**config.mk**
```make
export PLATFORM = sky130hd
export DESIGN_NAME = popcount_sched
export DESIGN_NICKNAME = d
export VERILOG_FILES = /design/src/rtl/popcount_sched_pkg.sv /design/src/rtl/popcount_sched_bitcnt_chunk.sv /design/src/rtl/popcount_sched.sv
export SDC_FILE = /design/constraint.sdc
export NUM_CORES = 1
export LEC_CHECK = 0
export ABC_AREA = 1
export CAP_MARGIN = 20
export CORE_MARGIN = 8
export CORE_UTILIZATION = 50
export DETAILED_ROUTE_END_ITERATION = 6
export PLACE_DENSITY = 0.87
export SLEW_MARGIN = 20
export SYNTH_ARGS = -nofsm -noshare
export SYNTH_HDL_FRONTEND = slang
export SYNTH_SLANG_ARGS = --single-unit
```
**constraint.sdc**
```tcl
create_clock -name clk -period 5.4 [get_ports clk]
set_input_delay 1.08 -clock clk [delete_from_list [all_inputs] [get_ports clk]]
set_output_delay 1.08 -clock clk [all_outputs]
set_load 0.1 [all_outputs]
```
**src/rtl/popcount_sched_pkg.sv**
```systemverilog
// Shared types and width helpers for the popcount scheduler.
package popcount_sched_pkg;

    typedef enum logic [1:0] {
        IDLE  = 2'd0,
        COUNT = 2'd1,
        DONE  = 2'd2
    } state_t;

    function automatic int cnt_width(input int data_width);
        return $clog2(data_width) + 1;
    endfunction

    function automatic int id_width(input int num_req);
        return $clog2(num_req);
    endfunction

endpackage

```
**src/rtl/popcount_sched_bitcnt_chunk.sv**
```systemverilog
// Combinational population count of one CHUNK_WIDTH slice.
module bitcnt_chunk #(
    parameter int CHUNK_WIDTH = 4
) (
    input  logic [CHUNK_WIDTH-1:0]     i_chunk,
    output logic [$clog2(CHUNK_WIDTH):0] o_count
);

    localparam int CNT_W = $clog2(CHUNK_WIDTH) + 1;

    always_comb begin
        o_count = '0;
        for (int b = 0; b < CHUNK_WIDTH; b++) begin
            o_count = o_count + CNT_W'(i_chunk[b]);
        end
    end

endmodule

```
**src/rtl/popcount_sched.sv**
```systemverilog
// Arbitrated multi-requester popcount engine, CHUNK_WIDTH bits per cycle.
// Define POPCOUNT_SCHED_RR_EN for a round-robin arbiter; default is fixed priority.
module popcount_sched
    import popcount_sched_pkg::*;
#(
    parameter int DATA_WIDTH  = 16,
    parameter int NUM_REQ     = 4,
    parameter int CHUNK_WIDTH = 4
) (
    input  logic                              clk,
    input  logic                              resetn,
    input  logic [NUM_REQ-1:0]                req_valid,
    input  logic [NUM_REQ*DATA_WIDTH-1:0]     req_data,
    output logic [NUM_REQ-1:0]                req_ready,
    output logic                              res_valid,
    input  logic                              res_ready,
    output logic [cnt_width(DATA_WIDTH)-1:0]  res_count,
    output logic [id_width(NUM_REQ)-1:0]      res_id,
    output logic                              busy
);

    localparam int CNT_W  = cnt_width(DATA_WIDTH);
    localparam int ID_W   = id_width(NUM_REQ);
    localparam int NBEATS = DATA_WIDTH / CHUNK_WIDTH;
    localparam int BEAT_W = $clog2(NBEATS) + 1;
    localparam int CHK_W  = $clog2(CHUNK_WIDTH) + 1;

    state_t                r_state;
    state_t                w_state_nxt;
    logic [DATA_WIDTH-1:0] r_shift;
    logic [CNT_W-1:0]      r_acc;
    logic [CNT_W-1:0]      w_acc_nxt;
    logic [BEAT_W-1:0]     r_beat;
    logic [CNT_W-1:0]      r_res_count;
    logic [ID_W-1:0]       r_res_id;
    logic [CHK_W-1:0]      w_chunk_cnt;
    logic                  w_last_beat;
    logic                  w_gnt_found;
    logic [ID_W-1:0]       w_gnt_idx;
    int                    w_base;
    int                    w_cand;
`ifdef POPCOUNT_SCHED_RR_EN
    logic [ID_W-1:0]       r_ptr;
`endif

    bitcnt_chunk #(.CHUNK_WIDTH(CHUNK_WIDTH)) u_bitcnt (
        .i_chunk (r_shift[CHUNK_WIDTH-1:0]),
        .o_count (w_chunk_cnt)
    );

    assign w_acc_nxt   = r_acc + CNT_W'(w_chunk_cnt);
    assign w_last_beat = (r_beat == BEAT_W'(NBEATS - 1));

    // Scan offsets high-to-low so the candidate closest to the base wins.
    always_comb begin
        // NOTE: every comb output gets a default first so no path infers a latch.
        w_gnt_found = 1'b0;
        w_gnt_idx   = '0;
        w_cand      = 0;
        w_base      = 0;
`ifdef POPCOUNT_SCHED_RR_EN
        w_base      = int'(r_ptr);
`endif
        for (int k = NUM_REQ - 1; k >= 0; k--) begin
            w_cand = w_base + k;
            if (w_cand >= NUM_REQ) w_cand = w_cand - NUM_REQ;
            if (req_valid[w_cand]) begin
                w_gnt_found = 1'b1;
                w_gnt_idx   = ID_W'(w_cand);
            end
        end
    end

    always_comb begin
        req_ready = '0;
        if (resetn && r_state == IDLE && w_gnt_found) req_ready[w_gnt_idx] = 1'b1;
    end

    always_comb begin
        w_state_nxt = r_state;
        unique case (r_state)
            IDLE:    if (w_gnt_found) w_state_nxt = COUNT;
            COUNT:   if (w_last_beat) w_state_nxt = DONE;
            DONE:    if (res_ready)   w_state_nxt = IDLE;
            default: w_state_nxt = IDLE;
        endcase
    end

    always_ff @(posedge clk or negedge resetn) begin
        if (!resetn) begin
            r_state     <= IDLE;
            r_shift     <= '0;
            r_acc       <= '0;
            r_beat      <= '0;
            r_res_count <= '0;
            r_res_id    <= '0;
`ifdef POPCOUNT_SCHED_RR_EN
            r_ptr       <= '0;
`endif
        end else begin
            // NOTE: sequential state uses non-blocking assignments only.
            r_state <= w_state_nxt;
            case (r_state)
                IDLE: begin
                    if (w_gnt_found) begin
                        r_shift  <= req_data[w_gnt_idx*DATA_WIDTH +: DATA_WIDTH];
                        r_acc    <= '0;
                        r_beat   <= '0;
                        r_res_id <= w_gnt_idx;
`ifdef POPCOUNT_SCHED_RR_EN
                        r_ptr    <= (w_gnt_idx == ID_W'(NUM_REQ - 1)) ? '0
                                                                      : w_gnt_idx + ID_W'(1);
`endif
                    end
                end
                COUNT: begin
                    r_acc   <= w_acc_nxt;
                    r_shift <= r_shift >> CHUNK_WIDTH;
                    r_beat  <= r_beat + BEAT_W'(1);
                    // Result register is separate so it survives the next accept.
                    if (w_last_beat) r_res_count <= w_acc_nxt;
                end
                default: ;
            endcase
        end
    end

    assign res_valid = (r_state == DONE);
    assign busy      = (r_state != IDLE);
    assign res_count = r_res_count;
    assign res_id    = r_res_id;

endmodule

```
Yosys cells after proc, flatten, opt, wreduce, memory -nomap -nowiden --
Index checks and enable logic that the tools add are counted.
Storage, ports and cells: output and inout bits 13, word-level logic and storage cells 51, bits in registers 33
Cells by class: multiplexer cells 21, reductions and logical operators 10, $lt $le $gt $ge 2, equal/unequal tests 6, shifts and indexed selects 1, $add $sub $neg 5
Operators with widths (number):
- $shiftx A64 B7 Y16 | 1
- $pmux W16 S2 | 1
- $mux W16 | 1
- $mux W2 | 7
- $pmux W5 S2 | 1
- $add A3 B1 Y3 | 2
- $pmux W2 S3 | 1
- $pmux W3 S2 | 1
- $reduce_and A2 Y1 | 3
- $add A5 B3 Y5 | 1
- $mux W1 | 5
- $mux W5 | 1
- $mux W4 | 1
- $ne A2 B2 Y1 const B | 2
- $reduce_bool A2 Y1 | 2
- $add A3 B1 Y3 const B | 1
- $eq A3 B2 Y1 const B | 1
- $logic_and A1 B1 Y1 | 3
- $lt A2 B3 Y1 const B | 1
- $mux W3 | 1
- $reduce_and A3 Y1 | 1
- $add A1 B1 Y2 | 1
- $demux W1 S2 | 1
- $eq A2 B1 Y1 const B | 1
- 4 further kinds | 4

Depth between registers and ports, before layout --
Gate-level depths: netlist of the first run.
depth after elaboration 9, depth in mapped cells 11, mapped depth without buffers 11

Hierarchy --
From an unflattened synthesis of the first run, not the netlist that was laid out.
Second synthesis, totals: cell total of the unflattened synthesis 394, area total of the unflattened synthesis 2483.6 µm²
Modules (own cells, without submodules):
- popcount_sched | area each 2419.8 µm², sequential area each 825.8 µm², instances 1, cells each 386
- bitcnt_chunk | area each 63.8 µm², sequential area each 0.0 µm², instances 1, cells each 8

Worst setup path before layout of the first run --
Ideal clock, no wire load.
path kind in2out, start point input port req_valid[2], end point output port req_ready[2], stages on the path 6, path buffers 2, arrival 3674 ps, required time 4320 ps, setup slack 646 ps, cells stage by stage buf_6 -> inv_2 -> nand3_2 -> buf_2 -> nand2_1 -> nor3_1
Between the ends: cells in the longest elaborated chain, start to end 8, elaborated cells on any way between the ends 13, classes of those cells order compare (2); mux (9); reduce/logical (2)
RTL lines:
- start, declared | RTL line popcount_sched.sv:12 | input logic [NUM_REQ-1:0] req_valid,
- $mux W2 (3 in a row) | RTL line popcount_sched.sv:67 | if (req_valid[w_cand]) begin
- $lt A2 B3 Y1 (implied by the code) / $ge A2 B1 Y1 (equally long branches) | RTL line popcount_sched.sv:76 | if (resetn && r_state == IDLE && w_gnt_found) req_ready[w_gnt_idx] = 1'b1;
- $logic_and A1 B1 Y1 (implied by the code) | RTL line popcount_sched.sv:76
- $mux W1 (implied by the code) | RTL line popcount_sched.sv:76
- $demux W1 S2 | RTL line popcount_sched.sv:76
- $mux W4 (*) | RTL line popcount_sched.sv:76
- end, declared | RTL line popcount_sched.sv:14 | output logic [NUM_REQ-1:0] req_ready,
Every way passes the cells marked *; elsewhere a longest branch is shown, timed or not.

Final worst setup path of the first run --
start point input port req_valid[2], end point output port req_ready[0]
Same word-level chain as after synthesis.

==> flow_metrics.env, run 1 <==
export IMPL_outcome="complete, no violations"
export IMPL_track_usage_pct=20.32
export IMPL_synthTopCellsByCount="nand2_1 (109), nand3_1 (72), inv_1 (63)"
export IMPL_first_pass_iters=4
export IMPL_post_place_ws_ps=1217
export IMPL_start_util_pct=52.18
export IMPL_p_seq_share_pct=25.2
export IMPL_antenna_found_initial=0
export IMPL_post_drt_wl_per_cell_um=13.97
export IMPL_grt_pass1_wl_mm=12.04
export IMPL_ys_seq_area_share_pct=33.28
export IMPL_wl_mm=7.376
export IMPL_finalCritPeriodShare_pct=77.99
export IMPL_die_w_um=86.45
export IMPL_rsz0062_at_grt="no"
export IMPL_crit_fanout=19
export IMPL_ant_nets=0
export IMPL_core_sq_um=4755
export IMPL_crit_chain="clkdlybuf4s50_1 -> o21ai_2 -> nand2_1 -> nor2_1 -> buf_4"
export IMPL_p_sw_share_pct=50.74
export IMPL_die_area_sq_um=7473
export IMPL_comb_power_share_pct=63.2
export IMPL_p_per_area_nw_per_um2=520.8
export IMPL_relSlewSlack_pct=28.70
export IMPL_tightest_slew_ps=1067
export IMPL_syn_nets=466
export IMPL_fillCellCount=402
export IMPL_final_setup_worst_slack_ps=1188
export IMPL_gp_congestion=0.9057
export IMPL_cp_slowest_cell="clkdlybuf4s50_1"
export IMPL_fin_nets=540
export IMPL_grt_ovfl_total=0
export IMPL_drive_above_1_share_pct=6.725
export IMPL_ys_flop_type="dfrtp_1"
export IMPL_antennaDiodeCount=0
export IMPL_drv_slew=0
export IMPL_total_power_uw=1765
export IMPL_grt_pass1_vias=2591
export IMPL_yosysMostFrequentCell="nand2_1"
export IMPL_arrival_ps=3130
export IMPL_crit_path_max_incr_delay_ps=760
export IMPL_dpl_cell_area_sq_um=3288
export IMPL_numCtsBuffers=5
export IMPL_synth_edf_count=0
export IMPL_syn_area_sq_um=2481
export IMPL_grt_max_degree=35
export IMPL_synth_seq_cells=33
export IMPL_clock_sinks=33
export IMPL_synth_cells=386
export IMPL_hold_buffers=0
export IMPL_viasPerCell=5.042
export IMPL_avgSynthCellArea_sq_um=6.428
export IMPL_finish_utilization_pct=71.29
export IMPL_root_buffer="clkbuf_8"
export IMPL_yosys_warnings=0
export IMPL_area_growth_pct=36.61
export IMPL_crit_path_end_kind="primary output"
export IMPL_synth_area_leaders="dfrtp_1 (33%), nand2_1 (16%), nand3_1 (15%)"
export IMPL_place_hpwl_mm=5.790
export IMPL_max_cap_violations=0
export IMPL_min_period_ps=4212
export IMPL_num_vias=2662
export IMPL_drc=0
export IMPL_clockPowerShare_pct=11.6
export IMPL_start_kind="input port"
export IMPL_fin_tns_setup_ps=0
export IMPL_drtIter0Drc=134
export IMPL_finalHoldViolCount=0
export IMPL_internal_power_uw=869.5
export IMPL_rows=25
export IMPL_cts_resized=0
export IMPL_post_route_cell_area_sq_um=3390
export IMPL_dieHeight_um=86.45
export IMPL_synth_top_cell_by_area="dfrtp_1"
export IMPL_synth_async_sr_flop_share_pct=100.0
export IMPL_hold_class="flip-flop to flip-flop"
export IMPL_cts_tree="yes"
export IMPL_cts_buffer_depth=2
export IMPL_synth_top_area_share_pct=33.28
export IMPL_io_buffers=83
export IMPL_p_leak_uw=0.001788
export IMPL_clkLatencyLatePin_ps=280
export IMPL_postCtsSetupRepairBufs=0
export IMPL_fin_skew_ps=4.356
export IMPL_setup_viol=0
export IMPL_worstSetupPathType="input port to primary output"
export IMPL_power_switching_uw=895.7
export IMPL_ctsHtreeMaxLevel=2
export IMPL_clk_pin_slew_ps=70
export IMPL_ys_types=28
export IMPL_crit_required_ps=4320
export IMPL_io_pin_count=84
export IMPL_max_freq_mhz=237.4
export IMPL_max_vdd_ir_drop_uv=456.8
## placed cells by master, fill, tap and decap left out, drive strengths merged
master,Yosys,final
clkdlybuf4s50,0,79
nor2,54,54
nand2,110,110
inv,66,66
a21oi,2,2
fa,2,2
clkbuf,2,7
dfrtp,33,33
o22ai,1,1
nand3,73,73
o21ai,15,15
o31ai,1,1
ha,7,7
clkinv,0,1
buf,15,5
nand4,1,1
nor3,1,1
or2,1,1
xnor2,2,2
## state kept, by name, summed over array words and instances (netlist names)
signal,cells
r_acc,5
res_count,5
r_beat,3
res_id,2
r_shift,16
r_state,2
## critical path, delay by kind of cell
family / cells / cell delay (ps)
buf+inv: 2 / 1050
compound gates: 1 / 760
simple gates: 2 / 230
## power groups by stage
stage	Sequential, uW	Clock (uW)	Combinational, uW
6_report	444	205	1120
5_1_grt	456	219	1250
4_1_cts	443	206	1120
3_5_place_dp	445	0	1110
3_3_place_gp	438	0	1060
2_1_floorplan	574	0	720
## final timing paths
path | slack, ps | end | from | cells past startpoint
worst max-delay path | 1190 | req_ready[0] | req_valid[2] | 5
worst min-delay path | 480 | r_beat[1] | r_beat[1] | 2
worst max register to register | 2810 | r_shift[9] | r_state[0] | 6
worst min register to register | 480 | r_beat[1] | r_beat[1] | 2
max in group asynchronous | 3710 | res_id[0] | resetn | 2
min in group asynchronous | 1380 | res_count[0] | resetn | 2
## stage by stage
step | std cells | hold WS (ps)
2_1_floorplan | 386 | 445.9
3_3_place_gp | 520 | 457.2
3_5_place_dp | 520 | 466.4
4_1_cts | 528 | 484.7
5_1_grt | 528 | 501.9
6_report | 528 | 477.5
## layer usage
layer	track usage, %	vias to the layer above	part of all wire [%]
met1	21.59	1230	39
met3	4.631	19	4.9
met5	0	-	0
met4	9.703	0	3.6
li1	-	1335	-
met2	36.88	78	52
## logic make-up after synthesis
kind of cell	share of synthesized area [%]
AOI/OAI and AO/OA	4.589
DFF	33.28
adders and majority gates	5.144
buffers and inverters	14.22
and+or+nand+nor	42.06
xor gates and xnor gates	0.7061
## layout make-up
| cell class | count | area [sq um] | area share, % |
|---|---|---|---|
| Tap cell | 67 | 83.83 | 2.473 |
| Clock buffer | 7 | 96.34 | 2.842 |
| Multi-Input combinational cell | 270 | 1303 | 38.43 |
| Clock inverter | 1 | 5.005 | 0.1477 |
| Inverter | 66 | 247.7 | 7.309 |
| Timing Repair Buffer | 84 | 828.3 | 24.44 |
| Sequential cell | 33 | 825.8 | 24.36 |
Power figures use the tool's default switching activity.
==> inputs of run 2 (changes only) <==
--- a/config.mk
+++ b/config.mk
@@ -8,9 +8,9 @@
 export ABC_AREA = 1
 export CAP_MARGIN = 20
 export CORE_MARGIN = 8
-export CORE_UTILIZATION = 50
+export CORE_UTILIZATION = 46
 export DETAILED_ROUTE_END_ITERATION = 6
-export PLACE_DENSITY = 0.87
+export PLACE_DENSITY = 0.81
 export SLEW_MARGIN = 20
 export SYNTH_ARGS = -nofsm -noshare
 export SYNTH_HDL_FRONTEND = slang
==> constraint.sdc (replaced) <==
create_clock -name clk -period 4.3 [get_ports clk]
set_input_delay 0.86 -clock clk [delete_from_list [all_inputs] [get_ports clk]]
set_output_delay 0.86 -clock clk [all_outputs]
set_load 0.1 [all_outputs]
==> run 2 against run 1 <==
Against the previous run:
- cell count increased by 1.1%
- cell area increased by 2.4%
- flip-flop and latch count unchanged
- hold slack improved by 2.7 ps
- worst setup slack got worse by 510 ps
- die area increased by 7.0%
- critical path depth unchanged
- sequential share of layout area decreased by 0.57 points
- combinational power increased by 27%
- wire length increased by 0.99%
- largest cell class unchanged
- global-route usage decreased by 0.44 points
==> flow_metrics.env, run 2 (synthesis gave the netlist of run 1 again) <==
export IMPL_critPathTopFamily="simple AND/OR/NAND/NOR gates"
export IMPL_die_area_sq_um=8000
export IMPL_area_growth_pct=39.89
export IMPL_grt_pass1_vias=2642
export IMPL_grt_ovfl_total=0
export IMPL_crit_chain="clkdlybuf4s50_1 -> nor2_4 -> o21ai_2 -> nor3_2 -> buf_12"
export IMPL_grt_max_degree=35
export IMPL_postCtsSetupRepairBufs=0
export IMPL_max_freq_mhz=276.5
export IMPL_clkLatencyLatePin_ps=290
export IMPL_max_cap_violations=0
export IMPL_clk_pin_slew_ps=60
export IMPL_p_per_area_nw_per_um2=642.1
export IMPL_core_sq_um=5172
export IMPL_outcome="complete, no violations"
export IMPL_ctsHtreeMaxLevel=2
export IMPL_worstSetupPathType="input port to primary output"
export IMPL_comb_power_share_pct=63.7
export IMPL_viasPerCell=4.899
export IMPL_min_period_ps=3617
export IMPL_setup_viol=0
export IMPL_largest_reg_flops=16
export IMPL_drive_above_1_share_pct=7.543
export IMPL_post_drt_wl_per_cell_um=13.95
export IMPL_gp_congestion=0.8820
export IMPL_p_leak_uw=0.001814
export IMPL_crit_path_max_incr_delay_ps=510
export IMPL_antenna_found_initial=0
export IMPL_cts_buffer_depth=2
export IMPL_max_vdd_ir_drop_uv=407.4
export IMPL_arrival_ps=2760
export IMPL_total_power_uw=2229
export IMPL_cts_resized=0
export IMPL_fin_tns_setup_ps=0
export IMPL_grt_pass1_wl_mm=12.13
export IMPL_clock_sinks=33
export IMPL_die_w_um=89.44
export IMPL_start_util_pct=47.97
export IMPL_crit_required_ps=3440
export IMPL_cp_slowest_cell="clkdlybuf4s50_1"
export IMPL_top_register="r_shift"
export IMPL_p_sw_share_pct=50.47
export IMPL_seq_area_sq_um=825.8
export IMPL_finalCritPeriodShare_pct=84.11
export IMPL_finalHoldViolCount=0
export IMPL_p_seq_share_pct=24.8
export IMPL_multi_input_area_sq_um=1308
export IMPL_hold_buffers=0
export IMPL_crit_path_end_kind="primary output"
export IMPL_drtIter0Drc=137
export IMPL_hold_class="flip-flop to flip-flop"
export IMPL_io_buffers=83
export IMPL_clockPowerShare_pct=11.5
export IMPL_internal_power_uw=1104
export IMPL_power_switching_uw=1125
export IMPL_drc=0
export IMPL_ant_nets=0
export IMPL_rows=26
export IMPL_num_vias=2616
export IMPL_tightest_slew_ps=987.5
export IMPL_crit_buf_inv=2
export IMPL_dieHeight_um=89.44
export IMPL_first_pass_iters=4
export IMPL_relSlewSlack_pct=33.96
export IMPL_io_pin_count=84
export IMPL_start_kind="input port"
export IMPL_layout_commonest_cell="nand2_1"
export IMPL_track_usage_pct=19.88
export IMPL_place_hpwl_mm=5.841
export IMPL_numCtsBuffers=5
export IMPL_root_buffer="clkbuf_8"
export IMPL_drv_slew=0
export IMPL_fin_nets=543
export IMPL_fillCellCount=478
export IMPL_rsz0062_at_grt="no"
export IMPL_antennaDiodeCount=0
export IMPL_crit_fanout=23
export IMPL_fin_skew_ps=3.020
export IMPL_mostFrequentLayoutCells="nand2_1 (109), clkdlybuf4s50_1 (79), nand3_1 (72), inv_1 (63), nor2_1 (44)"
export IMPL_wl_mm=7.449
export IMPL_cts_tree="yes"
-- run 2: changes by cell type in the layout (fill, tap and decap cells not counted) --
| cell | delta |
|---|---|
| buf_12 | +4 |
| buf_4 | -1 |
| nor3_1 | -1 |
| nor3_2 | +1 |
-- run 2: area by class of cell --
cell class              instances  share of cell area (%)
well taps                      70                   2.523
flip-flops and latches         33                   23.79
clock buffers                   7                   2.776
inverters                      66                   7.138
clock inverters                 1                  0.1442
repair buffers                 87                   25.96
multi-input cells             270                   37.67
-- run 2: power groups by stage --
stage	sequential [uW]	combinational [uW]	clock, uW
after global routing	570	1600	274
after global placement	549	1360	0
after CTS	552	1430	260
final	553	1420	255
after floorplan	721	905	0
after detailed placement	554	1420	0
-- run 2: routing by layer --
layer | global-route usage, % | vias to the layer above | part of all wire, %
met5 | 0 | - | 0
met4 | 7.402 | 0 | 1.4
met3 | 3.860 | 9 | 4.8
met2 | 37.44 | 72 | 54
met1 | 21.24 | 1193 | 39
li1 | - | 1342 | -
-- run 2: tightest hold or removal path: stages, from the launching register on --
cell and delay (ps):
dfrtp_1 340, nand2_1 50, nand2_1 50
-- run 2: path summary, 6_finish.rpt --
| path | slack, ps | depth (start not counted) | startpoint | end |
|---|---|---|---|---|
| hold reg to reg | 480 | 2 | r_shift[15] | r_shift[15] |
| setup / recovery | 680 | 5 | req_valid[1] | req_ready[2] |
| setup reg to reg | 1850 | 10 | r_shift[0] | r_acc[4] |
| max in group asynchronous | 2750 | 2 | resetn | r_shift[0] |
| min in group asynchronous | 860 | 1 | resetn | r_shift[9] |
| hold / removal | 480 | 2 | r_shift[15] | r_shift[15] |
-- run 2: stage by stage --
step | util (%) | hold slack [ps] | instance area (sq um) | setup slack (ps) | std cells
after floorplan | - | 445.9 | 2486 | 644.3 | 386
after global placement | 65.14 | 459.7 | 3369 | 729.6 | 526
after detailed placement | 65.14 | 466.0 | 3369 | 713.8 | 526
after CTS | 67.10 | 483.8 | 3471 | 691.8 | 534
after global routing | 67.10 | 498.3 | 3471 | 569.3 | 534
final | 67.10 | 480.2 | 3471 | 683.2 | 534
==> patch 1: new RTL, flow settings as in run 1 <==
Encoding of `state_t`: now one-hot (3 bits for 3 states).
--- a/src/rtl/popcount_sched_pkg.sv
+++ b/src/rtl/popcount_sched_pkg.sv
@@ -2,8 +2,8 @@
 package popcount_sched_pkg;
 
-    typedef enum logic [1:0] {
-        IDLE  = 2'd0,
-        COUNT = 2'd1,
-        DONE  = 2'd2
+    typedef enum logic [2:0] {
+        IDLE  = 3'b001,
+        COUNT = 3'b010,
+        DONE  = 3'b100
     } state_t;
 
Behaviour: no difference found for any inputs over 10 cycles, from zero or initial values and one cycle with resetn low; not proved beyond that.
==> patch 1 against run 1 <==
First-iteration DRC count is 2.2% lower. Clock power down 14%. Synthesized cell count rose by 2.3%. Non-clock buffer count grew 1. Sequential power decreased by 3%. Global-route usage shrank 1.2 points. Sequential cell count is 1 higher. Area after synthesis is 2.8% higher. Critical path depth increased by 3. Wire length fell by 3.0%. Power decreased by 15%. Worst setup slack better by 0.040 ns. Design area is 1.5% higher. Critical path type unchanged. Critical endpoint is now req_ready[2]. Largest power group unchanged.
==> patch 1: results (changes against run 1) <==
register area 852 sq um (was 826 sq um); non-clock buffer count 85 (was 84); met1 usage 0.212 (was 0.216); worst hold slack 0.480 ns (was 0.478 ns); Worst Path Arrival 3.09 ns (was 3.13 ns); Total Nets Final 550 (was 540); Setup Skew 0.00850 ns (was 0.00436 ns); # fillers 461 (was 402); P_seq 0.430 mW (was 0.444 mW); Critical R2R Capture res_count[4]$_DFFE_PN0P_ (was r_shift[9]$_DFFE_PN0P_); r2r worst-path depth 10 (was 6); Total Wirelength 7.15 mm (was 7.38 mm); Data buffer area share 0.243 (was 0.244); Initial DRC Count 131 (was 134); router iterations before antenna repair 5 (was 4); met2 wire len 3.76 mm (was 3.85 mm); cell area after layout 0.00344 sq mm (was 0.00339 sq mm); Synth Area in Adders 0.0500 (was 0.0514); dpl hpwl 5.61 mm (was 5.79 mm); clock network area share 0.0233 (was 0.0299); ranking of synthesized cells by area dfrtp_1, nand2_1, nand3_1 (unchanged); r2r setup slk 2.99 ns (was 2.81 ns); core area 0.00501 sq mm (was 0.00475 sq mm); sequential area share after synthesis 0.334 (was 0.333); Sw Ratio 0.497 (was 0.507); Post-synth top cells nand2_1, nand3_1, inv_1, nor2_1, dfrtp_1 (unchanged); Reg2Reg Launch Point r_shift[0]$_DFFE_PN0P_ (was r_state[0]$_DFFE_PN0P_); crit share post-route 0.773 (was 0.780); Setup WS pre-CTS 1.25 ns (was 1.22 ns); P_leak 1.89 nW (was 1.79 nW); multi-input combinational area share 0.385 (was 0.384); Clk. pwr 0.176 mW (was 0.205 mW); first-pass GRT wire length 11.6 mm (was 12.0 mm); syn avg cell area 6.46 sq um (was 6.43 sq um); complex-gate fraction of the synthesized area 0.0368 (was 0.0459); Inst Count DP 533 (was 520); hold path startpoint res_count[1]$_DFFE_PN0P_ (was r_beat[1]$_DFFE_PN0P_); Vias 2,638 (was 2,662); Post-Synth XOR/XNOR Area 0.00687 (was 0.00706); vias in the first global route 2,566 (was 2,591); DR vias/cell 4.88 (was 5.04); global routing usage on met2 0.348 (was 0.369); GP Congestion 0.876 (was 0.906); Net Sw Power 0.749 mW (was 0.896 mW); layout cells sized above 1 0.0616 (was 0.0672); multi-input gates 275 (was 270); largest net degree at the start of global routing 37 (was 35); status complete, no violations (unchanged)
[patch 1: cell families after synthesis]
family	count (synthesis)
AO/OA/AOI/OAI	18
XOR/XNOR	2
AND/OR/NAND/NOR	246
buffers and inverters	86
flip-flops	34
adder cells (fa/ha/maj)	9
[patch 1: how the worst max path moves through the flow]
| stage | start | end |
|---|---|---|
| 2_1_floorplan | req_valid[2] | req_ready[2] |
| 3_5_place_dp | req_valid[2] | req_ready[2] |
| 5_1_grt | req_valid[2] | req_ready[2] |
| 3_3_place_gp | req_valid[2] | req_ready[2] |
| 6_report | req_valid[2] | req_ready[2] |
| 4_1_cts | req_valid[2] | req_ready[2] |
[patch 1: worst register-to-register path, delay by kind of cell, from the launching register on]
family | cells | cell delay (ns)
adder cells (fa/ha/maj) | 4 | 1.36
flip-flops | 1 | 0.38
XOR/XNOR | 1 | 0.19
AND/OR/NAND/NOR | 2 | 0.16
AO/OA/AOI/OAI | 1 | 0.10
buffers and inverters | 2 | 0.08
==> patch 2: new RTL, settings of run 1 <==
Made on the original files. `DATA_WIDTH`: 16 -> 32.
--- a/src/rtl/popcount_sched.sv
+++ b/src/rtl/popcount_sched.sv
@@ -4,5 +4,5 @@
     import popcount_sched_pkg::*;
 #(
-    parameter int DATA_WIDTH  = 16,
+    parameter int DATA_WIDTH  = 32,
     parameter int NUM_REQ     = 4,
     parameter int CHUNK_WIDTH = 4
Interface: changed (resized req_data and res_count); port bits go from 84 to 149. The function was not compared with the original's and may differ.
==> patch 2 against run 1 <==
Register-to-register slack got worse by 0.22 ns. Wire length rose by 79%. Synthesized cell count rose by 85%. Combinational power rose by 38%. Critical path depth rose by 1. Via count rose by 79%. Area after synthesis rose by 71%. Global-route usage rose by 2.7 points. Design area rose by 72%. Worst setup slack improved by 0.086 ns. First-iteration DRC count rose by 140%. Power rose by 42%. Critical endpoint is now req_ready[2]. Sequential cell count rose by 19.
==> patch 2: results (changes against run 1) <==
status complete, no violations (unchanged); Tot GR Track Use 0.230 (was 0.203); CP Max Fanout 14 (was 19); GP Congestion 0.939 (was 0.906); VDD IR max 295 uV (was 457 uV); Post-synth top cells nand2_1, nand3_1, inv_1, nor2_1, dfrtp_1 (unchanged); worst stage delay on the critical path 0.83 ns (was 0.76 ns); largest net degree at the start of global routing 66 (was 35); Skew-Pair Late Insertion Delay 0.30 ns (was 0.28 ns); Yosys cell types 27 (was 28); met1 WL 5.21 mm (was 2.90 mm); DR vias/cell 5.05 (was 5.04); P_leak 3.09 nW (was 1.79 nW); Routed wire per std cell 14.0 um (about the same); first-pass GRT wire length 22.2 mm (was 12.0 mm); Synthesized Nets 857 (was 466); sequential area share after synthesis 0.307 (was 0.333); Int Pwr 1.28 mW (was 0.870 mW); Port Buf Inserts 148 (was 83); worst-margin pin slew 1.08 ns (was 1.07 ns); vias in the first global route 4,912 (was 2,591); Total Nets Final 980 (was 540); router iterations before antenna repair 5 (was 4); dpl hpwl 10.0 mm (was 5.79 mm); layout cells sized above 1 0.0501 (was 0.0672); met2 wire len 6.55 mm (was 3.85 mm); Setup WS pre-CTS 1.28 ns (was 1.22 ns); Worst Path Arrival 3.05 ns (was 3.13 ns); clk slew on worst S/H paths 0.10 ns (was 0.07 ns); Setup Skew 0.00992 ns (was 0.00436 ns); ranking of synthesized cells by area dfrtp_1, nand2_1, nand3_1 (unchanged)
patch 2: path summary, 6_finish.rpt:
path | cells after the start | startpoint | to | slack, ns
max in group asynchronous | 2 | resetn | r_shift[2]$_DFFE_PN0P_ | 3.82
hold / removal | 2 | res_count[3]$_DFFE_PN0P_ | res_count[3]$_DFFE_PN0P_ | 0.49
setup / recovery | 6 | req_valid[2] | req_ready[2] | 1.27
min in group asynchronous | 1 | resetn | r_acc[3]$_DFFE_PN0P_ | 0.80
setup reg to reg | 8 | r_state[0]$_DFFE_PN0P_ | r_shift[26]$_DFFE_PN0P_ | 2.59
hold reg to reg | 2 | res_count[3]$_DFFE_PN0P_ | res_count[3]$_DFFE_PN0P_ | 0.49
patch 2: final cells by class:
| type | count | area, sq um |
|---|---|---|
| multi-input cells | 498 | 2250 |
| inverters | 123 | 462 |
| clock buffers | 5 | 68.8 |
| clock inverters | 3 | 42.5 |
| well taps | 105 | 131 |
| fillers | 695 | 2390 |
| repair buffers | 157 | 1570 |
| flip-flops and latches | 52 | 1300 |
patch 2: kinds of logic (layout without fill, tap and decap cells):
| family | count (synthesis) | count (layout) | share of synthesized area |
|---|---|---|---|
| AO/OA/AOI/OAI | 18 | 18 | 0.0280 |
| XOR/XNOR | 3 | 3 | 0.00619 |
| adder cells (fa/ha/maj) | 8 | 8 | 0.0271 |
| buffers and inverters | 164 | 288 | 0.165 |
| flip-flops | 52 | 52 | 0.307 |
| AND/OR/NAND/NOR | 469 | 469 | 0.467 |
patch 2: critical path, delay by kind of cell:
| family | cells | cell delay [ns] |
|---|---|---|
| simple gates | 3 | 0.59 |
| compound gates | 1 | 0.29 |
| buf+inv | 2 | 1.06 |
patch 2: power groups by stage:
stage | Sequential [mW] | Clock [mW] | Combinational [mW]
finish | 0.692 | 0.265 | 1.54
global route | 0.716 | 0.282 | 1.76
CTS | 0.691 | 0.268 | 1.56
detailed placement | 0.695 | 0 | 1.54
global placement | 0.692 | 0 | 1.49
floorplan | 0.844 | 0 | 1.01
patch 2: routing by layer:
layer	GRT usage	vias up
met2	0.405	194
met4	0.101	0
met1	0.263	2135
met3	0.0488	34
li1	-	2399
met5	0	-
patch 2: through the flow:
step / power [mW] / instance area, sq um / hold WS (ns) / instances
2_1_floorplan: 1.85 / 4250 / 0.449 / 714
3_3_place_gp: 2.18 / 5710 / 0.462 / 935
3_5_place_dp: 2.24 / 5710 / 0.464 / 935
4_1_cts: 2.51 / 5820 / 0.489 / 943
5_1_grt: 2.76 / 5820 / 0.500 / 943
6_report: 2.50 / 5820 / 0.486 / 943
